### src/rtl/accel_spi_reader.sv
// accel_spi_reader
//   Polls an ADXL362 accelerometer over SPI (mode 0). After reset it waits
//   PWRUP cycles, writes POWER_CTL = measurement mode once, then reads
//   XDATA/YDATA every SAMPLE_DIV cycles. Each 8-bit sample is reduced to a
//   signed 4-bit tilt code (sample >>> SHIFT).
// Ports
//   clk, rst        : system clock, synchronous active-high reset
//   miso            : sensor data out
//   sclk/mosi/cs_n  : SPI master outputs (sclk idles low, MSB first)
//   spi_x_out/_y_out: signed 4-bit tilt codes, updated together
//   sample_valid    : one-cycle pulse when new codes are presented
module accel_spi_reader #(
  parameter int CLK_DIV    = 50,
  parameter int SAMPLE_DIV = 1000000,
  parameter int PWRUP      = 500000,
  parameter int SHIFT      = 4
) (
  input  logic       clk,
  input  logic       rst,
  input  logic       miso,
  output logic       sclk,
  output logic       mosi,
  output logic       cs_n,
  output logic [3:0] spi_x_out,
  output logic [3:0] spi_y_out,
  output logic       sample_valid
);

  typedef enum logic [2:0] {PWR_WAIT, CFG, GAP, IDLE, READ} state_e;
  typedef enum logic [1:0] {PH_LO, PH_HI, PH_TAIL} phase_e;

  localparam int DW   = $clog2(CLK_DIV);
  localparam int WMAX = (PWRUP > 2*CLK_DIV) ? PWRUP : 2*CLK_DIV;
  localparam int WW   = $clog2(WMAX + 1);
  localparam int SW   = $clog2(SAMPLE_DIV + 1);

  // Frames are left-aligned; CFG only shifts out the top 24 bits.
  localparam logic [31:0] CFG_W = 32'h0A2D_0200;
  localparam logic [31:0] RD_W  = 32'h0B08_0000;

  state_e        state_q;
  phase_e        ph_q;
  logic [WW-1:0] wait_q;   // power-up and gap counter
  logic [DW-1:0] div_q;    // position within an SCLK half-period
  logic [SW-1:0] smp_q;    // cycles since last READ cs_n fall, saturating
  logic [5:0]    bits_q;   // bits still to finish in this frame
  logic [31:0]   tx_q;
  logic [15:0]   rx_q;     // only XDATA/YDATA (last 16 bits) are kept

  logic [15:0] rx_d;
  logic [31:0] xfer_w;
  logic        div_last, smp_full, gap_done, go_cfg, go_read;

  assign rx_d     = {rx_q[14:0], miso};
  assign div_last = (div_q == DW'(CLK_DIV - 1));
  assign smp_full = (smp_q == SW'(SAMPLE_DIV));
  assign gap_done = (wait_q == WW'(2*CLK_DIV - 1));
  assign go_cfg   = (state_q == PWR_WAIT) && (wait_q == WW'(PWRUP - 1));
  // A late gap with an already-expired timer goes straight into READ,
  // so back-to-back reads are spaced by exactly transaction + gap.
  assign go_read  = smp_full && ((state_q == IDLE) || (state_q == GAP && gap_done));
  assign xfer_w   = go_cfg ? CFG_W : RD_W;

  always_ff @(posedge clk) begin
    sample_valid <= 1'b0;
    if (rst) begin
      state_q   <= PWR_WAIT;
      ph_q      <= PH_LO;
      wait_q    <= '0;
      div_q     <= '0;
      smp_q     <= SW'(SAMPLE_DIV);  // first READ follows the CFG gap directly
      bits_q    <= '0;
      tx_q      <= '0;
      rx_q      <= '0;
      cs_n      <= 1'b1;
      sclk      <= 1'b0;
      mosi      <= 1'b0;
      spi_x_out <= '0;
      spi_y_out <= '0;
    end else begin
      if (!smp_full) smp_q <= smp_q + SW'(1);

      case (state_q)
        PWR_WAIT: wait_q <= wait_q + WW'(1);
        CFG, READ: begin
          if (!div_last) begin
            div_q <= div_q + DW'(1);
          end else begin
            div_q <= '0;
            case (ph_q)
              PH_LO: begin
                sclk <= 1'b1;
                rx_q <= rx_d;
                ph_q <= PH_HI;
              end
              PH_HI: begin
                sclk <= 1'b0;
                if (bits_q == 6'd1) begin
                  ph_q <= PH_TAIL;
                end else begin
                  mosi   <= tx_q[31];
                  tx_q   <= {tx_q[30:0], 1'b0};
                  bits_q <= bits_q - 6'd1;
                  ph_q   <= PH_LO;
                end
              end
              default: begin
                // End of frame: release cs_n and publish both codes at once.
                cs_n    <= 1'b1;
                wait_q  <= '0;
                state_q <= GAP;
                if (state_q == READ) begin
                  spi_x_out    <= 4'($signed(rx_q[15:8]) >>> SHIFT);
                  spi_y_out    <= 4'($signed(rx_q[7:0]) >>> SHIFT);
                  sample_valid <= 1'b1;
                end
              end
            endcase
          end
        end
        GAP: begin
          if (gap_done) state_q <= IDLE;
          else          wait_q  <= wait_q + WW'(1);
        end
        default: ;
      endcase

      if (go_cfg || go_read) begin
        state_q <= go_cfg ? CFG : READ;
        cs_n    <= 1'b0;
        sclk    <= 1'b0;
        mosi    <= xfer_w[31];
        tx_q    <= {xfer_w[30:0], 1'b0};
        bits_q  <= go_cfg ? 6'd24 : 6'd32;
        ph_q    <= PH_LO;
        div_q   <= '0;
        if (go_read) smp_q <= SW'(1);
      end
    end
  end

endmodule

### config.mk
export PLATFORM = sky130hd
export DESIGN_NAME = accel_spi_reader
export DESIGN_NICKNAME = d
export VERILOG_FILES = /design/src/rtl/accel_spi_reader.sv
export SDC_FILE = /design/constraint.sdc
export NUM_CORES = 1
export LEC_CHECK = 0
export ABC_AREA = 1
export CAP_MARGIN = 20
export CORE_ASPECT_RATIO = 1.25
export CORE_UTILIZATION = 54
export CTS_CLUSTER_DIAMETER = 150
export CTS_CLUSTER_SIZE = 10
export DETAILED_ROUTE_END_ITERATION = 8
export GPL_ROUTABILITY_DRIVEN = 0
export PLACE_DENSITY = 0.74
export SLEW_MARGIN = 40
export SYNTH_ARGS = -nofsm -noshare
export SYNTH_HDL_FRONTEND = slang
export SYNTH_SLANG_ARGS = --single-unit
### constraint.sdc
create_clock -name clk -period 1.7 [get_ports clk]
set_input_delay 0.17 -clock clk [delete_from_list [all_inputs] [get_ports clk]]
set_output_delay 0.17 -clock clk [all_outputs]
set_load 0.01 [all_outputs]
==> metrics.txt <==
status finished with violations; CP Data Arrival Time 1.98 ns; largest net degree at the start of global routing 30; Post-Route WL about 13000 um; Final min period between 1.5 and 2 ns; most common cell after layout, fill and taps aside nand2_1; Syn Area/Cell approximately 7 um^2; I/O pin cnt 15; total of max-cap violations 0; clock buffer depth 2; crit end category flop; worst slew pin tran about 0.37 ns; H-Tree Level Count 3; P_sw 1.23 mW; Clock Root Buffer clkbuf_16; Final setup viols 1; CTS buffer count 9; detailed placement HPWL roughly 8500 um; met3 routed WL 499 um; die height about 110 um; final antenna-violating net count 0; num rows 39; routed wl met2 around 6500 um; maximum vdd ir drop roughly 0.74 mV; DRC viols 0; net count after synthesis 749; clock share of power 0.438; Int Pwr just under 4 mW; Clock Skew roughly 0.010 ns; Port Buffer Count 14; fraction of layout cells with a size suffix above 1 0.226; FF+latch count, synth approximately 110; failing checks setup timing; Area after DPL between 5000 and 6000 um^2; Hold WC Path Type in -> reg; Mapped Area around 5200 um^2; Area Growth Syn to Fin 24.2%; diode count 0; DR pass1 iterations 4; Clock Sink Count around 110; library cells used by synthesis 41; Reg clk slew, reported paths around 0.08 ns; first-pass GRT wire length 20700 um; DR vias between 4000 and 5000; critical setup path kind reg -> reg; share of power burned in registers 0.495; most frequent cells in the layout 144 x nand2_1, 132 x nor2_1, 95 x dfxtp_1, 58 x inv_1, 56 x buf_4; vias in the first global route between 4000 and 5000; Final TNS setup -0.00526 ns; RSZ-0062 raised after global routing yes; Final Max Tran Viols 0; Mapped Cells roughly 740; Req. time, crit path around 2.0 ns; Gate power share 0.067; leak pwr about 2.7 nW; worst-path maximum fanout 8; Worst Setup Start Kind flop; Max-slew headroom 0.749; Final nets a little over 800; Most used DFF post-synth dfxtp_1; clk_lat worst skew 0.36 ns; Core ar. about 9300 um^2; Initial Util 0.564; # hold bufs at CTS 0; Hold Fails Final Rpt 0; synthesis warning total 0; Top Metal Used met4; Via density between 5 and 6; First DRT Iteration DRCs around 280; total grt overflow 0; Fillers approximately 740; switching part of the total power 0.242; number of synthesized flops with an enable pin 0; design area roughly 6500 um^2; worst setup margin -0.00526 ns; Tot GR Track Use 0.249; initial antenna violation count 0; CTS tree built; Post-synth ARST share 0; fin util 0.700; fmax approximately 590 MHz; Die Span X around 90 um; fin crit share 1.00; PwrDens ~780 nW/um^2; drt wl/cell 13.7 um; WL met1 between 5000 and 6000 um; Seq/Total Area, Yosys 0.402; Die Area around 10000 um^2
## through the flow
step           instances  setup WS (ns)  total power, mW  hold WS [ns]
2_1_floorplan        739         0.0442             2.74         0.334
3_3_place_gp         904        0.00831             2.86         0.444
3_5_place_dp         904        -0.0641             2.87         0.443
4_1_cts              927        -0.0220             5.05         0.396
5_1_grt              932        -0.0988             5.24         0.415
6_report             932       -0.00526             5.07         0.389
## metal layers
metal / up-vias / GRT usage
li1: 2487 / -
met1: 2299 / 0.284
met2: 121 / 0.455
met3: 37 / 0.0413
met4: 0 / 0.112
met5: - / 0
## path summary, 6_finish.rpt
path / start / end / slack, ns / depth (start not counted)
setup reg to reg: div_q[1] / tx_q[31] / -0.005 / 10
hold reg to reg: rx_q[0] / rx_q[0] / 0.46 / 2
setup / recovery: div_q[1] / tx_q[31] / -0.005 / 10
hold / removal: miso / rx_q[0] / 0.39 / 3
## registers in the layout (all words and copies together) (netlist names)
| name | flops |
|---|---|
| rx_q | 16 |
| mosi | 1 |
| ph_q | 2 |
| spi_x_out | 4 |
| tx_q | 22 |
| wait_q | 19 |
| bits_q | 6 |
| state_q | 3 |
| spi_y_out | 4 |
| smp_q | 20 |
| sample_valid | 1 |
| div_q | 6 |
| cs_n | 1 |
## Yosys cell counts (5+ instances only)
cell type | n | share of area
o21ai_1 | 7 | 0.0067
nor2_2 | 11 | 0.013
ha_1 | 7 | 0.017
a21oi_1 | 40 | 0.038
dfxtp_1 | 105 | 0.40
clkbuf_1 | 9 | 0.0065
nand2_1 | 146 | 0.10
buf_4 | 6 | 0.0086
nand2_2 | 5 | 0.0060
nand3_2 | 5 | 0.0096
nor2_1 | 154 | 0.11
xnor2_1 | 7 | 0.012
o21ai_0 | 24 | 0.023
nor3_2 | 12 | 0.023
nand3_1 | 48 | 0.046
buf_2 | 7 | 0.0067
nor3_1 | 18 | 0.017
xor2_1 | 21 | 0.035
inv_1 | 64 | 0.046
nand4_1 | 16 | 0.019
## repair_timing
item	4_1_cts	5_1_grt
gates cloned	2	1
resized for setup	34	54
setup buffers	5	4
pin swaps	4	17
setup endpoints to repair	32	72
endpoints found under the hold margin	0	0
## kinds of logic after synthesis
| family | after synthesis | share of synthesized area |
|---|---|---|
| adders and majority gates | 7 | 0.0167 |
| buffers and inverters | 96 | 0.0830 |
| AOI/OAI and AO/OA | 76 | 0.0749 |
| xor gates and xnor gates | 28 | 0.0469 |
| and+or+nand+nor | 427 | 0.376 |
| DFF | 105 | 0.402 |
## area by class of cell
class                   instances  area [um^2]  area share
clock buffers                  10          239      0.0368
well taps                     123          154      0.0237
repair buffers                 79          688       0.106
inverters                      69          273      0.0420
flip-flops and latches        105         2110       0.326
clock inverters                 6         83.8      0.0129
multi-input cells             539         2930       0.452
repair inverters                1         8.76     0.00135
## worst max-delay path: stages (launching register included)
cell     delay, ns
dfxtp_2       0.33
inv_2         0.07
ha_4          0.14
nand3_4       0.08
nor2_4        0.16
nand2_4       0.12
nor2_8        0.12
nand3_4       0.19
inv_8         0.16
nor2_1        0.06
nor3_1        0.20
## power by group through the flow
stage               clock network, mW  registers, mW  logic (mW)
finish                           2.22           2.51       0.339
global route                     2.35           2.51       0.377
CTS                              2.23           2.51       0.315
detailed placement                  0           2.56       0.303
global placement                    0           2.56       0.293
floorplan                           0           2.56       0.177
Power figures use the tool's default switching activity.
